===== src/rtl/mem_port_arbiter.sv =====
// mem_port_arbiter: shares one single-port synchronous memory between the
// instruction-fetch port and the MEM-stage data port. Data has priority.
// Every transaction runs ISSUE (one mem_en cycle), LAT WAIT cycles, then
// DONE (one-cycle ack), so all transactions take LAT+3 cycles.
// Build macro MEM_ARB_STARVE_GUARD_EN: after STARVE_MAX consecutive lost
// arbitrations, a pending fetch is granted ahead of data.
module mem_port_arbiter #(
    parameter int ADDR_W     = 12,
    parameter int DATA_W     = 19,
    parameter int LAT        = 2,
    parameter int STARVE_MAX = 3
) (
    input  logic              clk,
    input  logic              reset,
    input  logic              if_req,
    input  logic [ADDR_W-1:0] if_addr,
    input  logic              if_flush,
    output logic              if_ack,
    output logic [DATA_W-1:0] if_rdata,
    output logic              if_stall,
    input  logic              d_req,
    input  logic              d_we,
    input  logic [ADDR_W-1:0] d_addr,
    input  logic [DATA_W-1:0] d_wdata,
    output logic              d_ack,
    output logic [DATA_W-1:0] d_rdata,
    output logic              d_stall,
    output logic              mem_en,
    output logic              mem_we,
    output logic [ADDR_W-1:0] mem_addr,
    output logic [DATA_W-1:0] mem_wdata,
    input  logic [DATA_W-1:0] mem_rdata,
    output logic              busy
);
    typedef enum logic [1:0] {IDLE, ISSUE, WAIT, DONE} state_t;

    // LAT is at most 15, so LAT-1 always fits in four bits
    localparam int CNT_W = 4;

    state_t            state_q, state_d;
    logic [CNT_W-1:0]  cnt_q, cnt_d;
    logic              own_data_q, own_data_d;
    logic              we_q, we_d;
    logic [ADDR_W-1:0] addr_q, addr_d;
    logic [DATA_W-1:0] wdata_q, wdata_d;
    logic              flush_q, flush_d;
    logic [DATA_W-1:0] if_rdata_q, if_rdata_d;
    logic [DATA_W-1:0] d_rdata_q, d_rdata_d;
    logic              mem_en_q, mem_en_d;
    logic              mem_we_q, mem_we_d;
    logic              if_ack_q, if_ack_d;
    logic              d_ack_q, d_ack_d;
    logic              fetch_wins;
    logic              flush_now;

`ifdef MEM_ARB_STARVE_GUARD_EN
    localparam int LOSE_W = $clog2(STARVE_MAX + 1);
    logic [LOSE_W-1:0] lose_cnt_q, lose_cnt_d;

    // Fetch wins when alone, or once it has lost STARVE_MAX grants in a row
    assign fetch_wins = if_req & (~d_req | (lose_cnt_q == LOSE_W'(STARVE_MAX)));

    // Count IDLE grants taken by data while a fetch was waiting
    always_comb begin
        lose_cnt_d = lose_cnt_q;
        if (state_q == IDLE && (if_req | d_req)) begin
            if (fetch_wins)
                lose_cnt_d = '0;
            else if (if_req)
                lose_cnt_d = lose_cnt_q + 1'b1;
        end
    end

    // Starvation counter register
    always_ff @(posedge clk or posedge reset) begin
        if (reset)
            lose_cnt_q <= '0;
        else
            lose_cnt_q <= lose_cnt_d;
    end
`else
    assign fetch_wins = if_req & ~d_req;
`endif

    // A flush seen in this or any earlier cycle of a fetch transaction
    assign flush_now = flush_q | (~own_data_q & if_flush);

    // Next-state and next-output logic for the transaction sequencer
    always_comb begin
        state_d    = state_q;
        cnt_d      = cnt_q;
        own_data_d = own_data_q;
        we_d       = we_q;
        addr_d     = addr_q;
        wdata_d    = wdata_q;
        flush_d    = flush_q;
        if_rdata_d = if_rdata_q;
        d_rdata_d  = d_rdata_q;
        mem_en_d   = 1'b0;
        mem_we_d   = 1'b0;
        if_ack_d   = 1'b0;
        d_ack_d    = 1'b0;
        unique case (state_q)
            IDLE: begin
                if (if_req | d_req) begin
                    state_d    = ISSUE;
                    own_data_d = ~fetch_wins;
                    flush_d    = 1'b0;
                    mem_en_d   = 1'b1;
                    if (fetch_wins) begin
                        addr_d = if_addr;
                        we_d   = 1'b0;
                    end else begin
                        addr_d   = d_addr;
                        we_d     = d_we;
                        wdata_d  = d_wdata;
                        mem_we_d = d_we;
                    end
                end
            end
            ISSUE: begin
                flush_d = flush_now;
                cnt_d   = CNT_W'(LAT - 1);
                state_d = WAIT;
            end
            WAIT: begin
                flush_d = flush_now;
                if (cnt_q == '0) begin
                    state_d = DONE;
                    if (own_data_q) begin
                        d_ack_d = 1'b1;
                        if (!we_q)
                            d_rdata_d = mem_rdata;
                    end else if (!flush_now) begin
                        if_ack_d   = 1'b1;
                        if_rdata_d = mem_rdata;
                    end
                end else begin
                    cnt_d = cnt_q - 1'b1;
                end
            end
            DONE: begin
                state_d = IDLE;
            end
            default: state_d = IDLE;
        endcase
    end

    // State and registered outputs; reset drops any in-flight transaction
    always_ff @(posedge clk or posedge reset) begin
        if (reset) begin
            state_q    <= IDLE;
            cnt_q      <= '0;
            own_data_q <= 1'b0;
            we_q       <= 1'b0;
            addr_q     <= '0;
            wdata_q    <= '0;
            flush_q    <= 1'b0;
            if_rdata_q <= '0;
            d_rdata_q  <= '0;
            mem_en_q   <= 1'b0;
            mem_we_q   <= 1'b0;
            if_ack_q   <= 1'b0;
            d_ack_q    <= 1'b0;
        end else begin
            state_q    <= state_d;
            cnt_q      <= cnt_d;
            own_data_q <= own_data_d;
            we_q       <= we_d;
            addr_q     <= addr_d;
            wdata_q    <= wdata_d;
            flush_q    <= flush_d;
            if_rdata_q <= if_rdata_d;
            d_rdata_q  <= d_rdata_d;
            mem_en_q   <= mem_en_d;
            mem_we_q   <= mem_we_d;
            if_ack_q   <= if_ack_d;
            d_ack_q    <= d_ack_d;
        end
    end

    // A flush arriving in the DONE cycle still cancels the fetch ack
    assign if_ack    = if_ack_q & ~if_flush;
    assign d_ack     = d_ack_q;
    assign if_stall  = if_req & ~if_ack;
    assign d_stall   = d_req & ~d_ack;
    assign if_rdata  = if_rdata_q;
    assign d_rdata   = d_rdata_q;
    assign mem_en    = mem_en_q;
    assign mem_we    = mem_we_q;
    assign mem_addr  = addr_q;
    assign mem_wdata = wdata_q;
    assign busy      = (state_q != IDLE);

endmodule

===== config.mk =====
export PLATFORM = sky130hd
export DESIGN_NAME = mem_port_arbiter
export DESIGN_NICKNAME = d
export VERILOG_FILES = /design/src/rtl/mem_port_arbiter.sv
export SDC_FILE = /design/constraint.sdc
export NUM_CORES = 1
export LEC_CHECK = 0
export BUFFER_PORTS_ARGS = -buffer_cell sky130_fd_sc_hd__buf_4
export CAP_MARGIN = 20
export CORE_MARGIN = 8
export CORE_UTILIZATION = 47
export CTS_BUF_LIST = sky130_fd_sc_hd__clkbuf_8 sky130_fd_sc_hd__clkbuf_16
export DETAILED_ROUTE_END_ITERATION = 8
export PLACE_DENSITY = 0.79
export SETUP_SLACK_MARGIN = 0.2
export SLEW_MARGIN = 30
export SYNTH_ARGS = -nofsm -noshare
export SYNTH_HDL_FRONTEND = slang
export SYNTH_SLANG_ARGS = --single-unit

===== constraint.sdc =====
create_clock -name clk -period 3.8 [get_ports clk]
set_input_delay 0.76 -clock clk [delete_from_list [all_inputs] [get_ports clk]]
set_output_delay 0.76 -clock clk [all_outputs]
set_load 0.01 [all_outputs]

==> Word level (Yosys, flattened, before mapping) <==
Cells that the tools add are included.
{ "totals": {"input_bits": 68, "output_inout_bits": 76, "register_bits": 82} }
{ "op_classes": {"addsub": 1, "n_bitwise": 15, "n_reduce_logical": 13, "muxes": 20, "eq_ne": 6} }
{ "op_table": {"columns": ["operator", "n"], "rows": [
  ["$mux W1", 13],
  ["$mux W12", 1],
  ["$not A1 Y1", 8],
  ["$pmux W2 S4", 1],
  ["$pmux W4 S2", 1],
  ["$reduce_and A2 Y1", 4],
  ["$reduce_and A4 Y1", 2],
  ["$ne A2 B2 Y1 const B", 3],
  ["$reduce_bool A2 Y1", 3],
  ["$and A1 B1 Y1", 5],
  ["$eq A2 B2 Y1 const B", 2],
  ["$logic_not A4 Y1", 1],
  ["$mux W2", 2],
  ["$mux W4", 1],
  ["$sub A4 B1 Y4 const B", 1],
  ["$reduce_and A3 Y1", 1],
  ["$eq A2 B1 Y1 const B", 1],
  ["$logic_not A2 Y1", 1],
  ["$or A1 B1 Y1", 2],
  ["$pmux W1 S2", 1],
  ["$reduce_or A2 Y1", 1]
]} }

==> Longest topological paths before layout <==
{ "logic_depth": {"ltp_word": 7, "mapped_depth": 7} }

==> Least setup slack after synthesis <==
OpenSTA, ideal clock, no wires.
{ "synth_path": {"path_type": "input to output", "start": "in d_req", "end": "out d_stall", "required_time_ns": 3.040, "cell_stages": 3, "arrival_ns": 1.514, "slack_ns": 1.526, "path_cell_list": "clkbuf_1 clkbuf_1 nor2b_1"} }
{ "synth_via": {"elab_chain_len": 1} }
{ "synth_lines": {"columns": ["element", "line_no", "source"], "rows": [
  ["start: declaration", "21", "input logic d_req,"],
  ["$and A1 B1 Y1", "186", "assign d_stall = d_req & ~d_ack;"],
  ["end: declaration", "27", "output logic d_stall,"]
]} }
No other way between the ends.

==> Worst setup path in the final report <==
{ "layout_path": {"start": "reg state_q[0]", "end": "out busy"} }
{ "layout_via": {"elab_chain_len": 1} }
{ "layout_lines": {"columns": ["element", "line_no", "source"], "rows": [
  ["start: declaration", "40", "state_t state_q, state_d;"],
  ["start signal: assignment", "166", "state_q <= state_d;"],
  ["$reduce_bool A2 Y1", "193", "assign busy = (state_q != IDLE);"],
  ["end: declaration", "33", "output logic busy"]
]} }
No other way between the ends.

==> flow_summary.yaml <==
outcome:
  outcome: "finished clean"
drt:
  via_count: 2379
  dr.pass1.iters: 4
  final_antenna_net_count: 0
  finalWirelength_um: 8320
  route.detailed.drc: 0
  wl_per_cell_um: 17.2
  drt_iter0_drc: 56
  vias_per_cell: 4.92
setup_path:
  cp_common_cell: "inv_1"
  crit_arrival_ns: 1.52
  criticalPathCategory: "reg -> out"
  setup.worst_path.end_class: "output port"
  critical-path-max-stage-delay_ns: 0.38
  crit_required_ns: 3.04
  path_cells: "inv_1 -> ha_1 -> inv_1 -> buf_4"
  worst-path-max-fanout: 13
  crit_slowest_cell: "dfrtp_1"
  r2r_slack_ns: 1.69
  startpoint_type: "flip-flop"
pwr:
  p_sw_frac: 0.322
  p_switching_mw: 1.26
  comb_power_share: 0.439
  p_leak_nw: 2.45
  clkPwrFrac: 0.170
  total_power_mw: 3.91
  ir_worst_vdd_uv: 418
  power.density_nw_per_um2: 823
  internal_power_mw: 2.65
  p_seq_frac: 0.390
floorplan:
  dieArea_um2: 10200
  rows: 31
  io-pin-count: 144
  dieHeight_um: 101
  start_util: 0.476
  core_area_um2: 7140
  fp.dieW_um: 101
placement:
  place.gp.congestion: 0.763
  hpwl_um: 6390
  dp_cells: 468
  io_buffers: 143
cells_and_area:
  final_layout_size_suffix_gt1_frac: 0.579
  mostFrequentLayoutCells: "buf_4, dfrtp_1, mux2_2, mux2_4, nand2_1"
  final_common_cell: "buf_4"
  fin_nets: 451
  n_antenna_cell: 0
  syn2layout_area_growth_pct: 39.7
  instances_no_fill: 484
clock_network:
  cts_buffers: 9
  clockBufferDepth: 2
  post_cts_resized: 0
  cts_max_level: 3
  cts.clk_slew.worst_paths_ns: 0.08
  cts_tree: "done"
  cts.sinks: 82
  post-cts-setup-buffers: 0
  insertion_delay_ns: 0.34
  cts_hold_buffers: 0
  clockRootBuffer: "clkbuf_8"
synth:
  yosysWarnings: 0
  synthTopCellsByArea: "dfrtp_1, mux2_4, mux2_2"
  ys_seq_area_frac: 0.604
  ys_seq_elements: 82
  synthDominantCellAreaShare: 0.604
  synth_largest_area_cell: "dfrtp_1"
  yosysUniqueCellTypes: 30
  syn_avg_cell_area_um2: 14.5
  syn_nets: 306
  synth_cells: 235
  netlist_area_um2: 3400
grt:
  grt_max_degree: 36
  grt_pass1_wl_um: 13500
  grt_pass1_vias: 2630
  antenna_found_initial: 0
  grt_usage: 0.171
  gr-total-overflow: 0
worst_hold_path:
  min_path_type: "in -> async"
run:
  cap_violations: 0
timing:
  maxSlewViolCount: 0
  tightest_slew_ns: 0.805
  setup_viol: 0
  tns_ns: 0
  rsz0062_at_grt: "false"
  period_minus_slack_ns: 2.28
  post-route-period-util: 0.600
  slew_headroom: 0.462
  fmaxAchievable_ghz: 0.439
  hold_violations: 0
  skew_ns: 0.00811
==> layout make-up <==
type                            instances  area (µm²)
Clock buffer                            9         124
Clock inverter                          7        86.3
Fill cell                             580        2390
Inverter                               10        38.8
Multi-Input combinational cell        132        1230
Sequential cell                        82        2050
Tap cell                               99         124
Timing Repair Buffer                  145        1090
==> critical path: cells and delay by family (launching register included) <==
family | cells | cell delay, ns
DFF | 1 | 0.38
adders and majority gates | 1 | 0.28
buffers and inverters | 3 | 0.52
==> power groups by stage <==
| stage | clock, mW | sequential (mW) | combinational, mW |
|---|---|---|---|
| final | 0.667 | 1.53 | 1.72 |
| after global routing | 0.729 | 1.58 | 1.87 |
| after CTS | 0.686 | 1.53 | 1.75 |
| after detailed placement | 0 | 1.54 | 1.74 |
| after global placement | 0 | 1.52 | 1.71 |
| after floorplan | 0 | 1.68 | 0.759 |
==> worst paths after layout <==
check / to / start / cells after the start
min reg2reg: mem_addr[1] / mem_addr[1] / 2
max in group asynchronous: mem_addr[0] / reset / 3
min in group clk: mem_addr[1] / mem_addr[1] / 2
max reg2reg: d_rdata[7] / state_q[0] / 5
min: we_q / reset / 2
max: busy / state_q[0] / 4
==> routing by layer <==
layer	vias to the layer above	GRT usage	routed length, µm
met5	-	0	0
met4	0	0.0653	116
met3	12	0.0822	947
met2	109	0.258	3750
met1	1145	0.205	3510
li1	1113	-	-
==> cells by family after synthesis <==
logic type / after synthesis / synth area share
mux: 58 / 0.224
buf+inv: 21 / 0.0346
compound gates: 36 / 0.0681
simple gates: 35 / 0.0585
flops: 82 / 0.604
fa+ha+maj: 3 / 0.0110
==> cell usage after synthesis <==
cell type	n
a21o_1	2
a21oi_1	1
a22oi_1	12
a311o_1	1
a31oi_1	1
and3_1	1
buf_12	1
buf_6	3
clkbuf_1	7
dfrtp_1	82
ha_1	3
inv_1	10
mux2_2	29
mux2_4	29
nand2_1	18
nand3b_1	1
nand4bb_4	1
nor2_1	2
nor2b_1	5
nor3_1	1
nor3b_1	1
nor4_1	1
o21a_1	1
o21ai_0	15
o21ai_1	1
o22a_1	1
o2bb2ai_1	1
or3_1	2
or3b_2	1
or4_4	1
==> stage by stage <==
| step | hold slack, ns | utilization | instance area, µm² | setup slack [ns] |
|---|---|---|---|---|
| finish | 0.399 | 0.665 | 4750 | 1.52 |
| global route | 0.409 | 0.665 | 4750 | 1.37 |
| CTS | 0.393 | 0.665 | 4740 | 1.51 |
| detailed placement | 0.471 | 0.635 | 4530 | 1.58 |
| global placement | 0.462 | 0.635 | 4530 | 1.64 |
| floorplan | 0.443 | - | 3400 | 0.932 |
==> sequential cells by signal, indices dropped and copies added (netlist names), 2 cells and up <==
| signal | count |
|---|---|
| d_rdata | 19 |
| if_rdata | 19 |
| mem_wdata | 19 |
| mem_addr | 12 |
| cnt_q | 4 |
| state_q | 2 |
Power figures use the tool's default switching activity.
